`src/rtl/scroll_pkg.sv`:
```
// scroll_pkg: shared constants and FSM state type for the scroll sequencer.
//   NUM_POS - rotation positions of the downstream mux
//   SEL_W   - width of the rotation select
//   state_t - sequencer FSM states
package scroll_pkg;
    localparam int NUM_POS = 5;
    localparam int SEL_W = 3;
    typedef enum logic [0:0] {PAUSED = 1'b0, RUN = 1'b1} state_t;
endpackage

```
`src/rtl/tick_gen.sv`:
```
// tick_gen: free-running prescaler that counts 0..TICK_DIV-1 while enabled and holds otherwise.
//   Clock  - rising-edge clock
//   Resetn - asynchronous active-low reset, clears the count
//   en     - count enable; when low the partial period is kept
//   term   - high during the last cycle of a period while enabled
module tick_gen #(
    parameter int TICK_DIV = 50000000
) (
    input  logic Clock,
    input  logic Resetn,
    input  logic en,
    output logic term
);
    localparam int W = $clog2(TICK_DIV);
    localparam logic [W-1:0] LAST = W'(TICK_DIV - 1);

    logic [W-1:0] count;

    assign term = en && count == LAST;

    always_ff @(posedge Clock or negedge Resetn)
        if (!Resetn)
            count <= '0;
        else if (en)
            count <= term ? '0 : count + W'(1);
endmodule

```
`src/rtl/scroll_sequencer.sv`:
```
// scroll_sequencer: steps a rotation select through 0..NUM_POS-1 once per prescaler period while running.
//   Clock   - rising-edge clock
//   Resetn  - asynchronous active-low reset
//   Run     - 1 = auto-scroll, 0 = pause
//   Dir     - 0 = increment, 1 = decrement
//   Step    - asynchronous pushbutton, single step while paused (only with SCROLL_STEP_EN)
//   S       - rotation select
//   Tick    - one-cycle pulse with every advance of S
//   Wrap    - one-cycle pulse when an advance wraps S
//   Running - high while the FSM is in RUN
// Optional feature macro: SCROLL_STEP_EN enables the Step synchronizer and single-step path.
module scroll_sequencer
    import scroll_pkg::SEL_W, scroll_pkg::state_t, scroll_pkg::PAUSED, scroll_pkg::RUN;
#(
    parameter int TICK_DIV = 50000000,
    parameter int NUM_POS  = scroll_pkg::NUM_POS
) (
    input  logic             Clock,
    input  logic             Resetn,
    input  logic             Run,
    input  logic             Dir,
    input  logic             Step,
    output logic [SEL_W-1:0] S,
    output logic             Tick,
    output logic             Wrap,
    output logic             Running
);
    localparam logic [SEL_W-1:0] LAST = SEL_W'(NUM_POS - 1);

    state_t state;
    logic   term;
    logic   step_adv;
    logic   advance;
    logic   bad;
    logic   at_end;

    tick_gen #(.TICK_DIV(TICK_DIV)) u_tick (
        .Clock  (Clock),
        .Resetn (Resetn),
        .en     (state == RUN),
        .term   (term)
    );

`ifdef SCROLL_STEP_EN
    // sync[1:0] is the two-flop synchronizer, sync[2] the edge history;
    // the edge is registered so the advance lands 3 cycles after first sampling.
    logic [2:0] sync;
    logic       pulse;

    always_ff @(posedge Clock or negedge Resetn)
        if (!Resetn) begin
            sync  <= '0;
            pulse <= 1'b0;
        end else begin
            sync  <= {sync[1:0], Step};
            pulse <= sync[1] & ~sync[2];
        end

    // an edge arriving while running, or as the FSM enters RUN, is dropped
    assign step_adv = pulse && state == PAUSED && !Run;
`else
    logic unused_step;
    assign unused_step = Step;
    assign step_adv    = 1'b0;
`endif

    assign advance = term | step_adv;
    assign bad     = int'(S) >= NUM_POS;
    assign at_end  = Dir ? S == '0 : S == LAST;
    assign Running = state == RUN;

    always_ff @(posedge Clock or negedge Resetn)
        if (!Resetn) begin
            state <= PAUSED;
            S     <= '0;
            Tick  <= 1'b0;
            Wrap  <= 1'b0;
        end else begin
            state <= Run ? RUN : PAUSED;
            // an out-of-range select is silently recovered to 0 without a pulse
            S     <= bad ? '0 : !advance ? S : at_end ? (Dir ? LAST : '0) : Dir ? S - SEL_W'(1) : S + SEL_W'(1);
            Tick  <= advance && !bad;
            Wrap  <= advance && !bad && at_end;
        end
endmodule

```
`config.mk`:
```
export PLATFORM = sky130hd
export DESIGN_NAME = scroll_sequencer
export DESIGN_NICKNAME = d
export VERILOG_FILES = /design/src/rtl/scroll_pkg.sv /design/src/rtl/tick_gen.sv /design/src/rtl/scroll_sequencer.sv
export SDC_FILE = /design/constraint.sdc
export NUM_CORES = 1
export LEC_CHECK = 0
export BUFFER_PORTS_ARGS = -buffer_cell sky130_fd_sc_hd__buf_2
export CORE_MARGIN = 2
export CORE_UTILIZATION = 35
export DETAILED_ROUTE_END_ITERATION = 12
export GPL_ROUTABILITY_DRIVEN = 0
export SYNTH_ARGS = -nofsm -noshare
export SYNTH_HDL_FRONTEND = slang
export SYNTH_SLANG_ARGS = --single-unit
```
`constraint.sdc`:
```
create_clock -name Clock -period 2.1 [get_ports Clock]
set_clock_uncertainty 0.05 [all_clocks]
set_input_delay 0.105 -clock Clock [delete_from_list [all_inputs] [get_ports Clock]]
set_output_delay 0.105 -clock Clock [all_outputs]
set_load 0.02 [all_outputs]
```
==> out/results.txt, run 1 <==
Synthesis-to-finish area growth: 17.5%
DP Cell Count: 236
CP max stage delay: 470 ps
Maximum clock rate: 512 MHz
Yosys reg bits: 32
First-pass GRT wire length: 5.89 mm
Startpoint Class: register
Row Count: 25
Hold/Removal Path Class: input pin to register
Post-DRT Antenna Nets: 0
GRT Total Usage: 14.6%
Vias/cell: 5.25
Die Ht: 73.4 um
Max clock buf depth: 2
CP cell instances: and4_1 > nand4_1 > buf_4 > or3_1 > a21oi_1
PostCTS Resize Cnt: 0
Leakage power total: 0.904 nW
Mapped Cells: 165
DP Area: 1870 sq um
WL per Instance: 13.4 um
Vias: 1291
Synth unique cells: 41
Total Neg Setup Slack: 0 ps
Status: complete, no violations
TritonCTS clock tree: done
Final period utilization: 92.9%
Chip width: 73.4 um
Port bufs: 9
DIE AREA: 5390 sq um
Arr. time, crit path: 2110 ps
Layout Nets: 198
CTS Buf Count: 5
Drt pass-1 iters: 4
Design Power: 1.36 mW
Max VDD drop: 0.305 mV
Critical Path Fanout Max: 7
Synth Warn #: 0
Worst slew margin: 52.3%
Commonest non-fill, non-tap cell in the layout: dfrtp_1
Total wire length: 3.30 mm
I/O Pins: 11
Dpl ws: 165 ps
Initial antenna violation count: 0
CP Class: register to register
Slowest-stage cell, CP: dfrtp_1
Post-CTS setup buffer count: 0
CP bufs+invs: 1
Unrepaired setup endpoints after global routing: false
Root buffer cell: clkbuf_8
Seq/Total Area, Yosys: 47.5%
Area occupied by multi-input gates: 826 sq um
Sequential Area: 801 sq um
Final Hold Viols: 0
Layout cells sized above 1: 20.8%
Mapped cell area: 1690 sq um
Fin worst setup slack: 149 ps
Global route total overflow: 0
Net Count, Synth: 172
Final setup fails: 0
Worst-Skew Late Latency: 280 ps
Post-DP HPWL: 2.31 mm
Slew Viols, Final: 0
Non-Filler Instances: 246
H-tree depth: 2
PD cells: 684 nW/um^2
Slew @ Worst Pin: 715 ps
Top delay family on crit path: simple AND/OR/NAND/NOR gates
WHS: 117 ps
# diodes: 0
Vias in the first global route: 1212
Residual DRC: 0
Max Cap Violations: 0
CTS clk-pin slew, worst paths: 70 ps
Initial Util: 35.9%
Core Util, Final: 42.2%
Critical Path End Type: register
DRT iter0 DRCs: 67
CTS Sinks: 32
Final Cell Area: 1980 sq um
Commonest non-fill, non-tap cells in the layout: dfrtp_1 (32), buf_4 (14), nand2_1 (12)
Avg Cell Area, Syn: 10.2 sq um
Pin count of the biggest net entering global routing: 33
Time the worst path needs with I/O delays and setup: 1950 ps
Fillers: 468
Req. time, crit path: 2260 ps
Core Area: 4690 sq um
==> final cells by class <==
type                       instances  share of cell area, %
clock buffer                       8                   4.55
inverter                           7                   1.33
multi-input combinational        120                   41.7
sequential                        32                   40.4
tap                               54                   3.41
timing repair buffer              25                   8.59
==> registers in the layout, indices dropped and copies added (netlist names) <==
register,count
Tick,1
Wrap,1
S,3
u_tick.count,26
Running,1
==> worst register-to-register path: cells and delay by family (launching register included) <==
kind / cells / cell delay [ps]
AO/OA/AOI/OAI: 1 / 150
AND/OR/NAND/NOR: 3 / 930
buffers and inverters: 1 / 270
flip-flops: 1 / 470
==> metal layers <==
metal | GRT usage, % | share of wire (%) | wire length, um | vias to the layer above
li1 | - | - | - | 650
met1 | 20.6 | 51 | 1690 | 617
met2 | 20.8 | 44 | 1440 | 17
met3 | 4.39 | 3.3 | 109 | 7
met4 | 6.06 | 1.8 | 60 | 0
met5 | 0 | 0 | 0 | -
==> cells in the mapped netlist <==
master / n / area, sq um
a21oi_1: 11 / 55.1
and2_1: 2 / 12.5
and3_1: 1 / 6.26
and3_2: 1 / 7.51
and4_1: 3 / 26.3
and4_2: 2 / 20.0
buf_2: 2 / 10.0
buf_4: 2 / 15.0
clkbuf_1: 2 / 7.51
dfrtp_1: 32 / 801
fa_1: 1 / 20.0
ha_1: 1 / 12.5
inv_1: 7 / 26.3
mux2i_1: 3 / 30.0
nand2_1: 12 / 45.0
nand2_4: 1 / 11.3
nand2b_1: 2 / 12.5
nand3_1: 11 / 55.1
nand4_1: 7 / 43.8
nand4_2: 2 / 25.0
nor2_1: 7 / 26.3
nor3_1: 3 / 15.0
nor3_2: 1 / 10.0
nor4_1: 1 / 6.26
nor4_4: 1 / 21.3
nor4b_1: 1 / 8.76
nor4b_4: 1 / 23.8
o211a_1: 1 / 10.0
o21a_1: 1 / 7.51
o21ai_0: 9 / 45.0
o22ai_1: 1 / 6.26
o311ai_0: 1 / 8.76
o31a_1: 1 / 8.76
o31ai_1: 3 / 22.5
o41ai_1: 1 / 8.76
or2_2: 1 / 6.26
or2_4: 1 / 8.76
or3_1: 6 / 37.5
or4_1: 4 / 30.0
xnor2_1: 9 / 78.8
xor2_1: 6 / 52.6
==> path summary, 6_finish.rpt <==
kind / startpoint / to / slack [ps] / depth (start not counted)
setup / recovery: u_tick.count[10] / u_tick.count[17] / 150 / 5
hold / removal: Dir / Wrap / 120 / 3
setup reg to reg: u_tick.count[10] / u_tick.count[17] / 150 / 5
hold reg to reg: u_tick.count[4] / u_tick.count[4] / 430 / 1
max in group asynchronous: Resetn / u_tick.count[22] / 1170 / 2
min in group asynchronous: Resetn / u_tick.count[11] / 370 / 2
==> report_power, final <==
group          switching [mW]  internal, mW
registers              0.0407         0.665
logic                  0.0870        0.0731
clock network           0.222         0.267
==> logic make-up after synthesis <==
group                      Yosys count  synth area share [%]
and+or+nand+nor                     71                  27.2
DFF                                 32                  47.5
AOI/OAI and AO/OA                   29                  10.2
xor gates and xnor gates            15                  7.80
buffers and inverters               13                  3.49
muxes                                3                  1.78
adders and majority gates            2                  1.93
==> what timing repair did <==
action	CTS	global route
hold endpoints to repair	33	0
setup endpoints to repair	0	0
hold buffers	2	0
No activity file was read; power rests on OpenSTA's default activity.
==> run 2, diff against run 1 <==
--- a/config.mk
+++ b/config.mk
@@ -8,6 +8,7 @@
 export BUFFER_PORTS_ARGS = -buffer_cell sky130_fd_sc_hd__buf_2
 export CORE_MARGIN = 2
 export CORE_UTILIZATION = 35
+export CTS_BUF_LIST = sky130_fd_sc_hd__clkbuf_4
 export DETAILED_ROUTE_END_ITERATION = 12
 export GPL_ROUTABILITY_DRIVEN = 0
 export SYNTH_ARGS = -nofsm -noshare
==> run 2 against run 1 <==
Die area did not move. Fmax fell by 0.14%. Non-clock buffer count unchanged. Sequential cell count unchanged. Via count is 2.2% higher. Global-route usage is 0.058 points lower. Count of clock-buffer cells in the layout down 1. Clock power decreased by 25%. Cell area is 1.7% lower. Worst setup slack worse by 2.7 ps. Critical endpoint unchanged. Largest cell class unchanged. Largest power group unchanged. Highest routed layer unchanged.
==> out/results.txt, run 2 (synthesis gave the netlist of run 1 again) <==
Status: complete, no violations
Startpoint Class: register
Final setup fails: 0 (unchanged)
Max Cap Violations: 0 (unchanged)
Critical hold path startpoint: Dir
Unrepaired setup endpoints after global routing: false
CTS clk-pin slew, worst paths: 100 ps (+30 ps)
WHS Path Cells: 3 (unchanged)
Vias/cell: 5.37 (+2.2%)
Req. time, crit path: 2320 ps (+60 ps)
PostCTS Resize Cnt: 0 (unchanged)
I/O Pins: 11 (unchanged)
Hold Buf Count CTS: 2 (unchanged)
Share of total power in sequential cells: 57.2% (+5.1 points)
Leakage power total: 0.892 nW (-1.3%)
H-tree depth: 2 (unchanged)
Commonest non-fill, non-tap cell in the layout: dfrtp_1
PD cells: 633 nW/um^2 (-7.4%)
Chip width: 73.4 um (unchanged)
Global route total overflow: 0 (unchanged)
DRT iter0 DRCs: 74 (+10%)
Hold/Removal Path Class: input pin to register
Drt pass-1 iters: 4 (unchanged)
RR Endpoint: u_tick.count[17]
Pin count of the biggest net entering global routing: 33 (unchanged)
Reg2reg start: u_tick.count[10]
Switch share: 27.7% (+1.9 points)
# diodes: 0 (unchanged)
Psw: 342 uW (-2.4%)
DP Area: 1870 sq um (unchanged)
Most flops, register: u_tick.count
Cell-internal power: 892 uW (-11%)
Time the worst path needs with I/O delays and setup: 1950 ps (+2.66 ps)
Critical Path Fanout Max: 7 (unchanged)
Clock power frac: 29.9% (-6.2 points)
Top Registers: u_tick.count (26), S (3)
Initial Util: 35.9% (unchanged)
CTS Sinks: 32 (unchanged)
Worst slew margin: 52.5% (+0.14 points)
Total Neg Setup Slack: 0 ps (unchanged)
Die Ht: 73.4 um (unchanged)
Worst-Skew Late Latency: 340 ps (+60 ps)
Post-DP HPWL: 2.31 mm (unchanged)
Core Area: 4690 sq um (unchanged)
Vias in the first global route: 1209 (-0.25%)
Port bufs: 9 (unchanged)
Critical Path End Type: register
Fillers: 464 (-0.85%)
Total wire length: 3.33 mm (+1.1%)
Max VDD drop: 0.291 mV (-4.6%)
Layout Nets: 198 (unchanged)
Root buffer cell: clkbuf_4
Slew Viols, Final: 0 (unchanged)
Commonest non-fill, non-tap cells in the layout: dfrtp_1 (32), buf_4 (14), nand2_1 (12)
Final Cell Area: 1950 sq um (-1.7%)
Final period utilization: 93.1% (+0.13 points)
Arr. time, crit path: 2170 ps (+60 ps)
R2R Setup Slk: 150 ps (about the same)
Vias: 1320 (+2.2%)
DIE AREA: 5390 sq um (unchanged)
Max reg flops: 26 (unchanged)
Post-CTS setup buffer count: 0 (unchanged)
R2R depth: 5 (unchanged)
Maximum clock rate: 512 MHz (-0.14%)
Max clock buf depth: 2 (unchanged)
TritonCTS clock tree: done
WL per Instance: 13.5 um (+1.1%)
Layout cells sized above 1: 21.4% (+0.52 points)
Synthesis-to-finish area growth: 15.5%
Comb power frac: 13.0% (+1.2 points)
First-pass GRT wire length: 5.87 mm (-0.46%)
Residual DRC: 0 (unchanged)
CTS Buf Count: 5 (unchanged)
GRT Total Usage: 14.5% (-0.058 points)
Final Hold Viols: 0 (unchanged)
Slew @ Worst Pin: 713 ps (-2.16 ps)
Row Count: 25 (unchanged)
Initial antenna violation count: 0 (unchanged)
Post-DRT Antenna Nets: 0 (unchanged)
Hold Path End: Wrap
CP Class: register to register
run 2: changes by cell type in the layout (fill, tap and decap cells not counted):
cell / change
clkinv_1: +1
clkbuf_1: -2
clkbuf_4: +7
clkbuf_8: -6
run 2: through the flow:
stage / setup slack (ps) / utilization, % / std cells / hold slack, ps / total power, mW
3_5_place_dp: 165 / 39.9 / 236 / 157 / 0.876
4_1_cts: 143 / 41.5 / 246 / 51.6 / 1.25
5_1_grt: 1.21 / 41.5 / 246 / 64.5 / 1.31
3_3_place_gp: 167 / 39.9 / 236 / 155 / 0.874
2_1_floorplan: 180 / - / 165 / -241 / 0.825
6_report: 146 / 41.5 / 246 / 56.3 / 1.23
run 2: cell type report:
class	instances	area (sq um)	area share [%]
multi-input combinational	120	826	42.4
sequential	32	801	41.1
timing repair buffer	25	170	8.74
tap	54	67.6	3.47
clock buffer	7	52.6	2.70
inverter	7	26.3	1.35
clock inverter	1	3.75	0.193
run 2: worst max-delay path by stage:
stage	start	to	slack, ps	cells past startpoint
after floorplan	Running	S[1]	180	6
after global placement	u_tick.count[10]	S[1]	170	4
after detailed placement	u_tick.count[10]	u_tick.count[17]	160	5
after CTS	u_tick.count[10]	u_tick.count[17]	140	5
after global routing	u_tick.count[10]	u_tick.count[17]	1	5
final	u_tick.count[10]	u_tick.count[17]	150	5
run 2: power groups by stage:
| stage | Combinational, mW | Clock (mW) | Sequential, mW |
|---|---|---|---|
| finish | 0.160 | 0.368 | 0.705 |
| floorplan | 0.115 | 0 | 0.710 |
| global placement | 0.158 | 0 | 0.716 |
| global route | 0.186 | 0.408 | 0.716 |
| detailed placement | 0.161 | 0 | 0.715 |
| CTS | 0.163 | 0.377 | 0.705 |
run 2: layer usage:
metal  share of wire, %  track usage [%]  vias to the layer above
li1                   -                -                      653
met1                 50             20.7                      633
met2                 44             20.5                       27
met3                4.2             4.39                        7
met4                1.8             6.06                        0
met5                  0                0                        -
run 2: critical path, stage by stage (launching register included):
cell,delay (ps)
dfrtp_1,480
and4_1,270
nand4_1,320
buf_4,270
or3_1,340
a21oi_1,150
==> run 3, diff against run 2 <==
--- a/config.mk
+++ b/config.mk
@@ -11,6 +11,7 @@
 export CTS_BUF_LIST = sky130_fd_sc_hd__clkbuf_4
 export DETAILED_ROUTE_END_ITERATION = 12
 export GPL_ROUTABILITY_DRIVEN = 0
+export SKIP_LAST_GASP = 1
 export SYNTH_ARGS = -nofsm -noshare
 export SYNTH_HDL_FRONTEND = slang
 export SYNTH_SLANG_ARGS = --single-unit
==> constraint.sdc (replaced) <==
create_clock -name Clock -period 2.1 [get_ports Clock]
set_clock_uncertainty 0.05 [all_clocks]
set_input_delay 0.63 -clock Clock [delete_from_list [all_inputs] [get_ports Clock]]
set_output_delay 0.63 -clock Clock [all_outputs]
set_load 0.02 [all_outputs]
==> run 3 against run 2 <==
Cell count shrank 1.6%. Fmax is 4.3% lower. Die area unchanged. Hold slack improved by 200 ps. Sequential power about the same. Count of clock-buffer cells in the layout is 1 lower. Global-route usage fell by 0.11 points. First-iteration DRC count fell by 45%. Critical endpoint is now S[1].
==> out/results.txt, run 3 (synthesis gave the netlist of run 1 again) <==
Row Count: 25 (unchanged)
Max reg flops: 26 (unchanged)
GRT Total Usage: 14.4% (-0.11 points)
CP cell instances: nor4b_1 > nand3_1 > or4_1 > o211a_1
Vias in the first global route: 1255 (+3.8%)
Total wire length: 3.24 mm (-2.7%)
Cell-internal power: 872 uW (-2.2%)
Max Cap Violations: 0 (unchanged)
I/O Pins: 11 (unchanged)
Fillers: 473 (+1.9%)
CTS Buf Count: 5 (unchanged)
Final setup fails: 0 (unchanged)
Vias/cell: 5.25 (-2.1%)
Port bufs: 9 (unchanged)
Final period utilization: 97.2% (+4.2 points)
Levels on crit path: 4 (-1)
Hold Buf Count CTS: 0 (-2)
Max clock buf depth: 2 (unchanged)
Unrepaired setup endpoints after global routing: false
Design Power: 1.20 mW (-2.7%)
Startpoint Class: register
Hold/Removal Path Class: input pin to async pin
First-pass GRT wire length: 5.90 mm (+0.58%)
H-tree depth: 2 (unchanged)
Post-CTS setup buffer count: 0 (unchanged)
Post-DP HPWL: 2.26 mm (-2.1%)
Post-DRT Antenna Nets: 0 (unchanged)
Initial Util: 35.9% (unchanged)
CTS Sinks: 32 (unchanged)
Chip width: 73.4 um (unchanged)
Comb power frac: 13.4% (+0.4 points)
Die Ht: 73.4 um (unchanged)
Layout Nets: 195 (-1.5%)
Worst slew margin: 68.9% (+16 points)
Synthesis-to-finish area growth: 13.5%
R2R depth: 4 (-1)
WL per Instance: 13.4 um (-1.1%)
Most flops, register: u_tick.count
Slew @ Worst Pin: 460 ps (-253 ps)
Commonest non-fill, non-tap cells in the layout: dfrtp_1 (32), buf_4 (13), nand2_1 (12)
Time the worst path needs with I/O delays and setup: 2040 ps (+87.6 ps)
Total Neg Setup Slack: 0 ps (unchanged)
Max VDD drop: 0.371 mV (+27%)
Residual DRC: 0 (unchanged)
Layout cells sized above 1: 21.3% (-0.078 points)
Share of total power in sequential cells: 58.8% (+1.6 points)
Switch share: 27.3% (-0.41 points)
Slew Viols, Final: 0 (unchanged)
Initial antenna violation count: 0 (unchanged)
Maximum clock rate: 490 MHz (-4.3%)
Leakage power total: 0.875 nW (-1.9%)
Req. time, crit path: 2270 ps (-50 ps)
Critical Path Fanout Max: 5 (-2)
CP bufs+invs: 0 (-1)
Top Registers: u_tick.count (26), S (3)
Status: complete, no violations
Sequential Area: 801 sq um (unchanged)
Commonest non-fill, non-tap cell in the layout: dfrtp_1
# diodes: 0 (unchanged)
Arr. time, crit path: 2210 ps (+40 ps)
Clock power frac: 27.8% (-2.1 points)
Slowest-stage cell, CP: or4_1
Root buffer cell: clkbuf_4
Final Hold Viols: 0 (unchanged)
Core Area: 4690 sq um (unchanged)
Psw: 327 uW (-4.1%)
Pin count of the biggest net entering global routing: 33 (unchanged)
CTS clk-pin slew, worst paths: 100 ps (about the same)
Top delay family on crit path: simple AND/OR/NAND/NOR gates
DRT iter0 DRCs: 41 (-45%)
TritonCTS clock tree: done
PD cells: 627 nW/um^2 (-0.99%)
DIE AREA: 5390 sq um (unchanged)
PostCTS Resize Cnt: 0 (unchanged)
Worst-Skew Late Latency: 330 ps (about the same)
Critical Path End Type: register
Global route total overflow: 0 (unchanged)
CP Class: register to register
CP max stage delay: 560 ps (+80 ps)
Area occupied by multi-input gates: 826 sq um (unchanged)
WHS: 259 ps (+203 ps)
Drt pass-1 iters: 4 (unchanged)
Vias: 1271 (-3.7%)
-- run 3: cell types whose count changed in the layout (fill, tap and decap cells not counted), sizes merged --
cell | before | now
buf | 23 | 22
clkbuf | 7 | 6
dlygate4sd3 | 2 | 0
-- run 3: cell type report --
class	count	area share, %
inverter	7	1.37
sequential	32	41.9
tap	54	3.53
timing repair buffer	22	7.46
clock inverter	1	0.262
multi-input combinational	120	43.2
clock buffer	6	2.35
-- run 3: final timing paths --
| kind | from | to | slack (ps) |
|---|---|---|---|
| max | u_tick.count[8] | S[1] | 60 |
| min | Resetn | u_tick.count[8] | 260 |
| max reg2reg | u_tick.count[8] | S[1] | 60 |
| min reg2reg | u_tick.count[4] | u_tick.count[4] | 440 |
| max in group asynchronous | Resetn | u_tick.count[21] | 1440 |
| min in group Clock | Run | Running | 360 |
-- run 3: metal layers --
metal / GRT usage (%) / part of all wire [%] / vias to the layer above
met5: 0 / 0 / -
met4: 4.85 / 1.0 / 0
met3: 4.12 / 3.1 / 4
met2: 22.0 / 45 / 15
met1: 19.8 / 51 / 610
li1: - / - / 642
-- run 3: power groups by stage --
stage                     Clock (mW)  Combinational, mW  Sequential, mW
after global routing           0.385              0.183           0.715
after global placement             0              0.160           0.716
final                          0.334              0.160           0.705
after CTS                      0.356              0.163           0.705
after floorplan                    0              0.115           0.710
after detailed placement           0              0.163           0.715
-- run 3: per-stage QoR --
step	worst slack, ps	util (%)	std cells	instance area (sq um)
after global routing	22.3	40.8	242	1910
final	58.3	40.8	242	1910
after detailed placement	112	39.7	235	1860
after floorplan	180	-	165	1690
after CTS	87.5	40.8	242	1910
after global placement	157	39.7	235	1860
